File: config.mk
export PLATFORM = sky130hd
export DESIGN_NAME = stim_sequencer
export DESIGN_NICKNAME = d
export VERILOG_FILES = /design/src/rtl/stim_sequencer.sv
export SDC_FILE = /design/constraint.sdc
export NUM_CORES = 1
export LEC_CHECK = 0
export CORE_AREA = 10 10 171 125
export DETAILED_ROUTE_END_ITERATION = 8
export DIE_AREA = 0 0 181 135
export PLACE_DENSITY = 0.83
export SLEW_MARGIN = 15
export SYNTH_ARGS = -nofsm -noshare
export SYNTH_HDL_FRONTEND = slang
export SYNTH_SLANG_ARGS = --single-unit
File: constraint.sdc
create_clock -name clock -period 8.4 [get_ports clock]
set_clock_uncertainty 0.15 [all_clocks]
set_input_delay 1.26 -clock clock [delete_from_list [all_inputs] [get_ports clock]]
set_output_delay 1.26 -clock clock [all_outputs]
set_load 0.01 [all_outputs]
File: src/rtl/stim_sequencer.sv
// -----------------------------------------------------------------------------
// stim_sequencer
//
// Plays a stored list of stimulus words to a consumer over a valid/ready
// handshake. The words are loaded through a simple write port while playback
// is idle.
//
// Optional feature (compile-time macro): STIM_SIGNATURE_EN
//   When this macro is defined, a 32-bit output "sig" is added. It holds a
//   rotate-and-XOR signature of every word the consumer has accepted.
//
// Ports
//   clock       in   rising-edge clock
//   reset       in   asynchronous, active-low reset
//   wr_en       in   load strobe for the stimulus memory
//   wr_addr     in   load address (PC_W bits)
//   wr_data     in   load word; bit DATA_W is the obs flag, lower bits are data
//   start       in   begin playback (sampled once per cycle)
//   stop        in   abort playback
//   loop_en     in   wrap to word 0 after the last word instead of finishing
//   length      in   number of words to play (clamped to DEPTH)
//   stim_ready  in   consumer accepts the current word
//   stim_valid  out  stim_data / stim_obs hold a valid word
//   stim_data   out  data field of the current word
//   stim_obs    out  obs flag of the current word
//   pc          out  index of the current word
//   busy        out  high while playing (state RUN)
//   done        out  one-cycle pulse when playback completes
//   wr_err      out  one-cycle pulse when a load is rejected
//   loop_cnt    out  completed loop passes, saturating at 255
//   sig         out  accepted-word signature (STIM_SIGNATURE_EN only)
// -----------------------------------------------------------------------------
module stim_sequencer #(
  parameter int DATA_W = 31,
  parameter int DEPTH  = 6,
  parameter int PC_W   = 10
) (
  input  logic              clock,
  input  logic              reset,
  input  logic              wr_en,
  input  logic [PC_W-1:0]   wr_addr,
  input  logic [DATA_W:0]   wr_data,
  input  logic              start,
  input  logic              stop,
  input  logic              loop_en,
  input  logic [PC_W-1:0]   length,
  input  logic              stim_ready,
  output logic              stim_valid,
  output logic [DATA_W-1:0] stim_data,
  output logic              stim_obs,
  output logic [PC_W-1:0]   pc,
  output logic              busy,
  output logic              done,
  output logic              wr_err,
`ifdef STIM_SIGNATURE_EN
  output logic [31:0]       sig,
`endif
  output logic [7:0]        loop_cnt
);

  localparam int            AW      = (DEPTH > 1) ? $clog2(DEPTH) : 1;
  localparam logic [PC_W:0] DEPTH_V = (PC_W+1)'(DEPTH);
  localparam logic [PC_W:0] LEN_ONE = (PC_W+1)'(1);
  localparam logic [PC_W-1:0] PC_ONE = PC_W'(1);

  typedef enum logic [1:0] {
    ST_IDLE = 2'd0,
    ST_RUN  = 2'd1,
    ST_DONE = 2'd2
  } state_t;

  // Saturating increment for the loop-pass counter.
  function automatic logic [7:0] sat_inc8(input logic [7:0] v);
    return (v == 8'hFF) ? v : v + 8'd1;
  endfunction

  // Effective play length: the requested length clamped to the memory depth.
  function automatic logic [PC_W:0] clamp_len(input logic [PC_W-1:0] l);
    logic [PC_W:0] lx;
    lx = {1'b0, l};
    return (lx > DEPTH_V) ? DEPTH_V : lx;
  endfunction

`ifdef STIM_SIGNATURE_EN
  // Rotate left by one, then fold in the zero-extended accepted word.
  function automatic logic [31:0] sig_step(input logic [31:0] s,
                                           input logic [DATA_W:0] w);
    return {s[30:0], s[31]} ^ 32'(w);
  endfunction
`endif

  state_t            state_q, state_d;
  logic [PC_W-1:0]   pc_q, pc_d;
  logic [PC_W:0]     len_q, len_d;
  logic [7:0]        cnt_q, cnt_d;
  logic              done_q, done_d;
  logic              werr_q, werr_d;

  logic [DATA_W:0]   mem [0:DEPTH-1];
  logic [DATA_W:0]   rd_word;
  logic [PC_W:0]     len_eff;
  logic              addr_ok;
  logic              running;
  logic              accept;
  logic              last;
  logic              start_ok;

  assign running  = (state_q == ST_RUN);
  assign len_eff  = clamp_len(length);
  assign addr_ok  = ({1'b0, wr_addr} < DEPTH_V);
  assign accept   = running && stim_ready;
  assign last     = ({1'b0, pc_q} == (len_q - LEN_ONE));
  assign start_ok = start && !stop && (len_eff != '0);

  // pc never exceeds L-1 <= DEPTH-1, so the low AW bits address the memory.
  assign rd_word  = mem[pc_q[AW-1:0]];

  // Stimulus memory: no reset, so contents survive a reset pulse.
  always_ff @(posedge clock) begin
    if (wr_en && addr_ok && !running)
      mem[wr_addr[AW-1:0]] <= wr_data;
  end

  // Control registers
  always_ff @(posedge clock or negedge reset) begin
    if (!reset) begin
      state_q <= ST_IDLE;
      pc_q    <= '0;
      len_q   <= '0;
      cnt_q   <= '0;
      done_q  <= 1'b0;
      werr_q  <= 1'b0;
    end else begin
      state_q <= state_d;
      pc_q    <= pc_d;
      len_q   <= len_d;
      cnt_q   <= cnt_d;
      done_q  <= done_d;
      werr_q  <= werr_d;
    end
  end

  // Next-state logic
  always_comb begin
    state_d = state_q;
    pc_d    = pc_q;
    len_d   = len_q;
    cnt_d   = cnt_q;
    done_d  = 1'b0;
    werr_d  = wr_en && (!addr_ok || running);

    case (state_q)
      ST_IDLE, ST_DONE: begin
        // A zero effective length leaves everything untouched.
        if (start_ok) begin
          state_d = ST_RUN;
          pc_d    = '0;
          cnt_d   = '0;
          len_d   = len_eff;
        end
      end
      ST_RUN: begin
        // stop has priority over any accept in the same cycle; start is
        // ignored while running.
        if (stop) begin
          state_d = ST_IDLE;
        end else if (accept) begin
          if (!last) begin
            pc_d = pc_q + PC_ONE;
          end else if (loop_en) begin
            pc_d  = '0;
            cnt_d = sat_inc8(cnt_q);
          end else begin
            state_d = ST_DONE;
            done_d  = 1'b1;
          end
        end
      end
      default: begin
        state_d = ST_IDLE;
      end
    endcase
  end

`ifdef STIM_SIGNATURE_EN
  logic [31:0] sig_q;

  always_ff @(posedge clock or negedge reset) begin
    if (!reset) begin
      sig_q <= 32'hFFFF_FFFF;
    end else if (!running && start_ok) begin
      sig_q <= 32'hFFFF_FFFF;
    end else if (accept && !stop) begin
      sig_q <= sig_step(sig_q, rd_word);
    end
  end

  assign sig = sig_q;
`endif

  // Outputs decode straight from registered state, so an asserted reset
  // clears them without waiting for a clock edge.
  assign stim_valid = running;
  assign busy       = running;
  assign stim_data  = running ? rd_word[DATA_W-1:0] : '0;
  assign stim_obs   = running ? rd_word[DATA_W] : 1'b0;
  assign pc         = pc_q;
  assign done       = done_q;
  assign wr_err     = werr_q;
  assign loop_cnt   = cnt_q;

endmodule

==> results of run 1 <==
## layout make-up
type	instances	area, µm²
clock buffer	27	579
sequential	224	6570
inverter	12	45.0
timing repair buffer	119	1210
multi-input combinational	325	2750
tap	236	295
fill	1250	6370
clock inverter	9	82.6
## power breakdown
group / total (W) / leakage (nW) / internal (W) / switching [W]
logic: 0.000353 / 1.32 / 0.000192 / 0.000162
registers: 0.00125 / 2.15 / 0.00121 / 0.0000397
clock network: 0.000911 / 0.317 / 0.000519 / 0.000392
total: 0.00252 / 3.79 / 0.00192 / 0.000594
## layer usage
| layer | up-vias | global-route usage, % |
|---|---|---|
| li1 | 2586 | - |
| met1 | 2920 | 22.8 |
| met2 | 242 | 27.2 |
| met3 | 45 | 4.73 |
| met4 | 2 | 5.27 |
| met5 | - | 0 |
## final timing paths
kind / cells past startpoint / slack [ns] / end / from
max in group asynchronous: 2 / 6.74 / pc[0] / reset
setup reg to reg: 8 / 4.56 / pc[2] / state_q[0]
hold reg to reg: 2 / 0.37 / state_q[1] / state_q[1]
hold / removal: 2 / 0.37 / state_q[1] / state_q[1]
min in group asynchronous: 2 / 1.02 / len_q[1] / reset
setup / recovery: 5 / 3.43 / stim_data[11] / pc[0]
## Yosys cell counts (5+ instances only)
| master | number |
|---|---|
| o21ai_0 | 5 |
| edfxtp_1 | 192 |
| nand2b_1 | 8 |
| buf_1 | 12 |
| nor2b_1 | 6 |
| inv_1 | 12 |
| clkbuf_1 | 24 |
| a211oi_1 | 33 |
| a21oi_1 | 12 |
| nor3_1 | 12 |
| mux4_2 | 32 |
| nand4_1 | 8 |
| xor2_1 | 5 |
| nand3b_1 | 6 |
| nor2_1 | 50 |
| dfrtp_1 | 32 |
| mux2i_1 | 38 |
| and2_1 | 10 |
| nand2_1 | 17 |
| nand3_1 | 17 |
## stage by stage
stage / setup slack (ns) / cells
CTS: 3.44 / 950
detailed placement: 4.01 / 914
global route: 3.27 / 952
floorplan: 3.77 / 599
global placement: 4.03 / 914
finish: 3.43 / 952
## state kept, by name (all words and copies together), names as in the netlist
name      cells
done          1
len_q        10
loop_cnt      8
mem         192
pc           10
state_q       2
wr_err        1
## logic make-up after synthesis
| logic type | count (synthesis) | share of synthesized area (%) |
|---|---|---|
| DFF | 224 | 69.3 |
| adders and majority gates | 3 | 0.396 |
| muxes | 72 | 11.9 |
| xor gates and xnor gates | 9 | 0.832 |
| AOI/OAI and AO/OA | 85 | 6.80 |
| and+or+nand+nor | 156 | 8.68 |
| buffers and inverters | 50 | 2.10 |
## worst max-delay path, delay by kind of cell, from the launching register on
family / cells / cell delay [ns]
mux: 1 / 0.38
compound gates: 1 / 0.50
simple gates: 1 / 0.05
flops: 1 / 0.60
buf+inv: 2 / 1.46
==> flow_summary.json, run 1 <==
{
  "outcome": "finished clean",
  "final_common_cell": "edfxtp_1",
  "grt_setup_unrepaired": "false",
  "synth_edf_count": 192,
  "ir_drop_mv": 0.187,
  "cts_max_path_buffers": 3,
  "path_cells": "buf_4 -> mux4_2 -> nor2_1 -> a211oi_1 -> clkdlybuf4s50_1",
  "synth_top_area_cell": "edfxtp_1",
  "hpwl_um": 13200,
  "detail-route-antenna-nets": 0,
  "worst_ep_arrival_time_ns": 3.56,
  "tightest_slew_ns": 1.15,
  "path_class": "register to primary output",
  "yosysTopAreaCellShare_pct": 60.9,
  "p_leak_nw": 3.79,
  "boundaryPins": 113,
  "drt-pass1-iter-count": 4,
  "placed_area_um2": 10800,
  "maxSlewViolCount": 0,
  "start_util_pct": 52.9,
  "place.gp.congestion": 0.824,
  "grt_first_pass_wirelength_um": 33500,
  "clk_latency_ns": 0.51,
  "cts_root_buffer": "clkbuf_16",
  "areaGrowthSynthToFinish_pct": 21.7,
  "portBuffers": 112,
  "final_cell_mix": "edfxtp_1 (192), clkdlybuf4s50_1 (112), nor2_1 (46)",
  "synthArstFlopShare_pct": 14.3,
  "grt_pass1_vias": 5852,
  "coreArea_um2": 17900,
  "cts_max_level": 1,
  "crit_required_ns": 6.99,
  "drt-initial-drc-count": 569,
  "yosysWarnings": 0,
  "cpPeakStageDelay_ns": 0.80,
  "wl_per_cell_um": 22.6,
  "finalHoldViolations": 0,
  "dieArea_um2": 24400,
  "final.setup.tns_ns": 0,
  "route.detailed.drc": 0,
  "dr_wl_met3_um": 1610,
  "synth_seq_cells": 224,
  "diodes": 0,
  "routed_wl_um": 21600,
  "total_power_w": 0.00252,
  "worst_path_max_delay_cell": "buf_4",
  "die_width_um": 181,
  "top_layer": "met5",
  "vias": 5795,
  "routed_via_density": 6.09,
  "worst_hold_slack_ns": 0.370,
  "fin_nets": 766,
  "path_max_fanout": 54,
  "cts_tree": "yes",
  "finish.utilization_pct": 64.4,
  "cts.hold.buffers_added": 0,
  "synth_nets": 661,
  "fin_area_um2": 11500,
  "cellPowerDensity_nw_per_um2": 218,
  "routed-wl-met2_um": 10100,
  "cts_resized": 0,
  "slew-limit-headroom_pct": 23.1,
  "grt_max_degree": 63,
  "postCtsSetupRepairBufs": 0,
  "dieHeight_um": 135,
  "antenna_found_initial": 1,
  "overflow": 0,
  "cts_buffers": 22,
  "path_clk_slew_ns": 0.06,
  "max_freq_mhz": 201,
  "cts_sinks": 224,
  "period_needed_ns": 4.97,
  "ys_seq_area_share_pct": 69.3,
  "syn_area_um2": 9470,
  "synthDistinctLibCells": 58,
  "avgSynthCellArea_um2": 15.8,
  "critPathLaunchType": "register",
  "ys.flop_type": "edfxtp_1",
  "period_share_pct": 59.2,
  "synth_cells": 599,
  "drive_gt1_share_pct": 12.7,
  "cp-end-kind": "primary output",
  "grt_use_total_pct": 17.2,
  "synth_area_leaders": "edfxtp_1 (61%), dfrtp_1 (8.5%), mux4_2 (7.6%), mux2i_1 (4.0%), a211oi_1 (2.6%)",
  "hp-class": "register to register",
  "maxCapViolCount": 0,
  "setup_violations": 0,
  "wl_met1_um": 9350,
  "rows": 41
}
(Power assumes the default switching activity.)
==> inputs of run 2 (changes only) <==
CORE_AREA = 10 10 176 129   (was 10 10 171 125)
DIE_AREA = 0 0 186 139   (was 0 0 181 135)
PLACE_DENSITY = 0.81   (was 0.83)
clock period = 4.5 ns   (was 8.4 ns; I/O delays follow)
==> run 2 against run 1 <==
Against the previous run:
- first-iteration DRC count is 34% lower
- cell count increased by 2.5%
- sequential power grew 88%
- via count is 0.98% higher
- global-route usage down 0.29 points
- die area up 5.8%
- sequential cell count unchanged
- critical path depth stayed put
- sequential share of layout area decreased by 0.58 points
- critical path type unchanged
- critical endpoint is now stim_data[1]
- largest cell class unchanged
==> flow_summary.json, run 2 (synthesized netlist as in run 1, its figures left out) <==
{
  "overflow": 0,
  "max_freq_mhz": 254,
  "routed_via_density": 6.00,
  "coreArea_um2": 19400,
  "path_clk_slew_ns": 0.06,
  "p_leak_nw": 3.87,
  "vias": 5852,
  "clk_latency_ns": 0.50,
  "route.detailed.drc": 0,
  "finalHoldViolations": 0,
  "p_int_w": 0.00369,
  "cts_tree": "yes",
  "setup_violations": 0,
  "critPathLaunchType": "register",
  "cts_root_buffer": "clkbuf_16",
  "period_share_pct": 87.3,
  "p_seq_share_pct": 48.8,
  "postCtsSetupRepairBufs": 0,
  "drive_gt1_share_pct": 14.6,
  "grt_max_degree": 71,
  "dieHeight_um": 139,
  "cp-end-kind": "primary output",
  "final.setup.tns_ns": 0,
  "fin_area_um2": 11600,
  "cts_buffers": 22,
  "worst_ep_arrival_time_ns": 3.10,
  "outcome": "finished clean",
  "cts_max_level": 1,
  "hp-class": "register to register",
  "cellPowerDensity_nw_per_um2": 413,
  "hp-start": "len_q[9]",
  "maxSlewViolCount": 0,
  "grt_pass1_vias": 6115,
  "dieArea_um2": 25900,
  "cts.hold.buffers_added": 0,
  "drt-pass1-iter-count": 6,
  "boundaryPins": 113,
  "r2r-end": "loop_cnt[4]",
  "period_needed_ns": 3.93,
  "p_sw_w": 0.00112,
  "cts_resized": 0,
  "areaGrowthSynthToFinish_pct": 23.0,
  "crit_required_ns": 3.67,
  "grt_use_total_pct": 16.9,
  "portBuffers": 112,
  "rows": 43,
  "ir_drop_mv": 0.299,
  "die_width_um": 186,
  "worst_hold_slack_ns": 0.395,
  "routed_wl_um": 21800,
  "drt-initial-drc-count": 377,
  "path_max_fanout": 29,
  "final_common_cell": "edfxtp_1",
  "place.gp.congestion": 0.894,
  "tightest_slew_ns": 0.996,
  "start_util_pct": 48.9,
  "cts_max_path_buffers": 3,
  "path_class": "register to primary output",
  "fin_nets": 775,
  "grt_setup_unrepaired": "false",
  "hpwl_um": 14100,
  "cts_sinks": 224,
  "pwr-share-comb_pct": 13.8,
  "p_sw_share_pct": 23.3,
  "worst-r2r-setup-slack_ns": 1.05,
  "wl_per_cell_um": 22.3,
  "hold_path_depth": 1,
  "r2r_cells": 9,
  "maxCapViolCount": 0,
  "slew-limit-headroom_pct": 33.4,
  "min_to": "len_q[9]",
  "largest_register_ffs": 192,
  "antenna_found_initial": 1,
  "reg2reg_from": "len_q[0]",
  "placed_area_um2": 10900,
  "pwr-share-clk_pct": 37.4,
  "grt_first_pass_wirelength_um": 34700,
  "detail-route-antenna-nets": 0,
  "final_cell_mix": "edfxtp_1 (192), clkdlybuf4s50_1 (112), nor2_1 (46)"
}
[run 2: cell count changes in the layout (fill, tap and decap cells not counted), moves of 3 or more]
cell | previous run | this run
buf_4 | 5 | 15
clkbuf_8 | 1 | 4
clkinv_1 | 3 | 0
clkinv_2 | 2 | 5
[run 2: power by group through the flow]
| stage | Clock, W | Combinational, W | Sequential, W |
|---|---|---|---|
| floorplan | 0 | 0.000443 | 0.00232 |
| global placement | 0 | 0.000651 | 0.00239 |
| detailed placement | 0 | 0.000667 | 0.00239 |
| CTS | 0.00183 | 0.000673 | 0.00235 |
| global route | 0.00192 | 0.000722 | 0.00235 |
| finish | 0.00180 | 0.000665 | 0.00235 |
[run 2: layer usage]
layer  track usage, %  vias up  share of wire [%]
met1             21.6     2924                 40
met4             5.04        0                2.5
met2             28.2      283                 50
met3             3.64       46                8.1
met5                0        -                  0
li1                 -     2599                  -
[run 2: critical path, cell delays in order (launching register included)]
cell and delay, ns:
dfrtp_4 0.78, buf_4 0.46, mux4_2 0.29, nor2_1 0.05, a211oi_1 0.40, clkdlybuf4s50_1 0.62
[run 2: stage by stage]
step                util [%]  total power, W  cells  setup slack, ns
CTS                     60.1         0.00485    975            0.512
floorplan                  -         0.00276    599            0.380
finish                  60.1         0.00481    976            0.570
detailed placement      56.4         0.00306    936            0.821
global route            60.1         0.00499    976            0.401
global placement        56.4         0.00304    936             1.00
[run 2: worst max-delay path by stage]
stage	startpoint	to	slack [ns]	depth (start not counted)
2_1_floorplan	state_q[0]	mem[0][0]	0.38	8
3_3_place_gp	len_q[0]	pc[2]	1.00	9
4_1_cts	pc[0]	stim_data[1]	0.51	5
5_1_grt	pc[0]	stim_data[1]	0.40	5
3_5_place_dp	len_q[0]	pc[2]	0.82	9
6_report	pc[0]	stim_data[1]	0.57	5
[run 2: area by class of cell]
type | instances | area, µm²
antenna | 1 | 2.50
clock buffer | 31 | 646
clock inverter | 8 | 71.3
fill | 1408 | 7720
inverter | 12 | 45.0
multi-input combinational | 325 | 2750
sequential | 224 | 6570
tap | 247 | 309
timing repair buffer | 128 | 1250
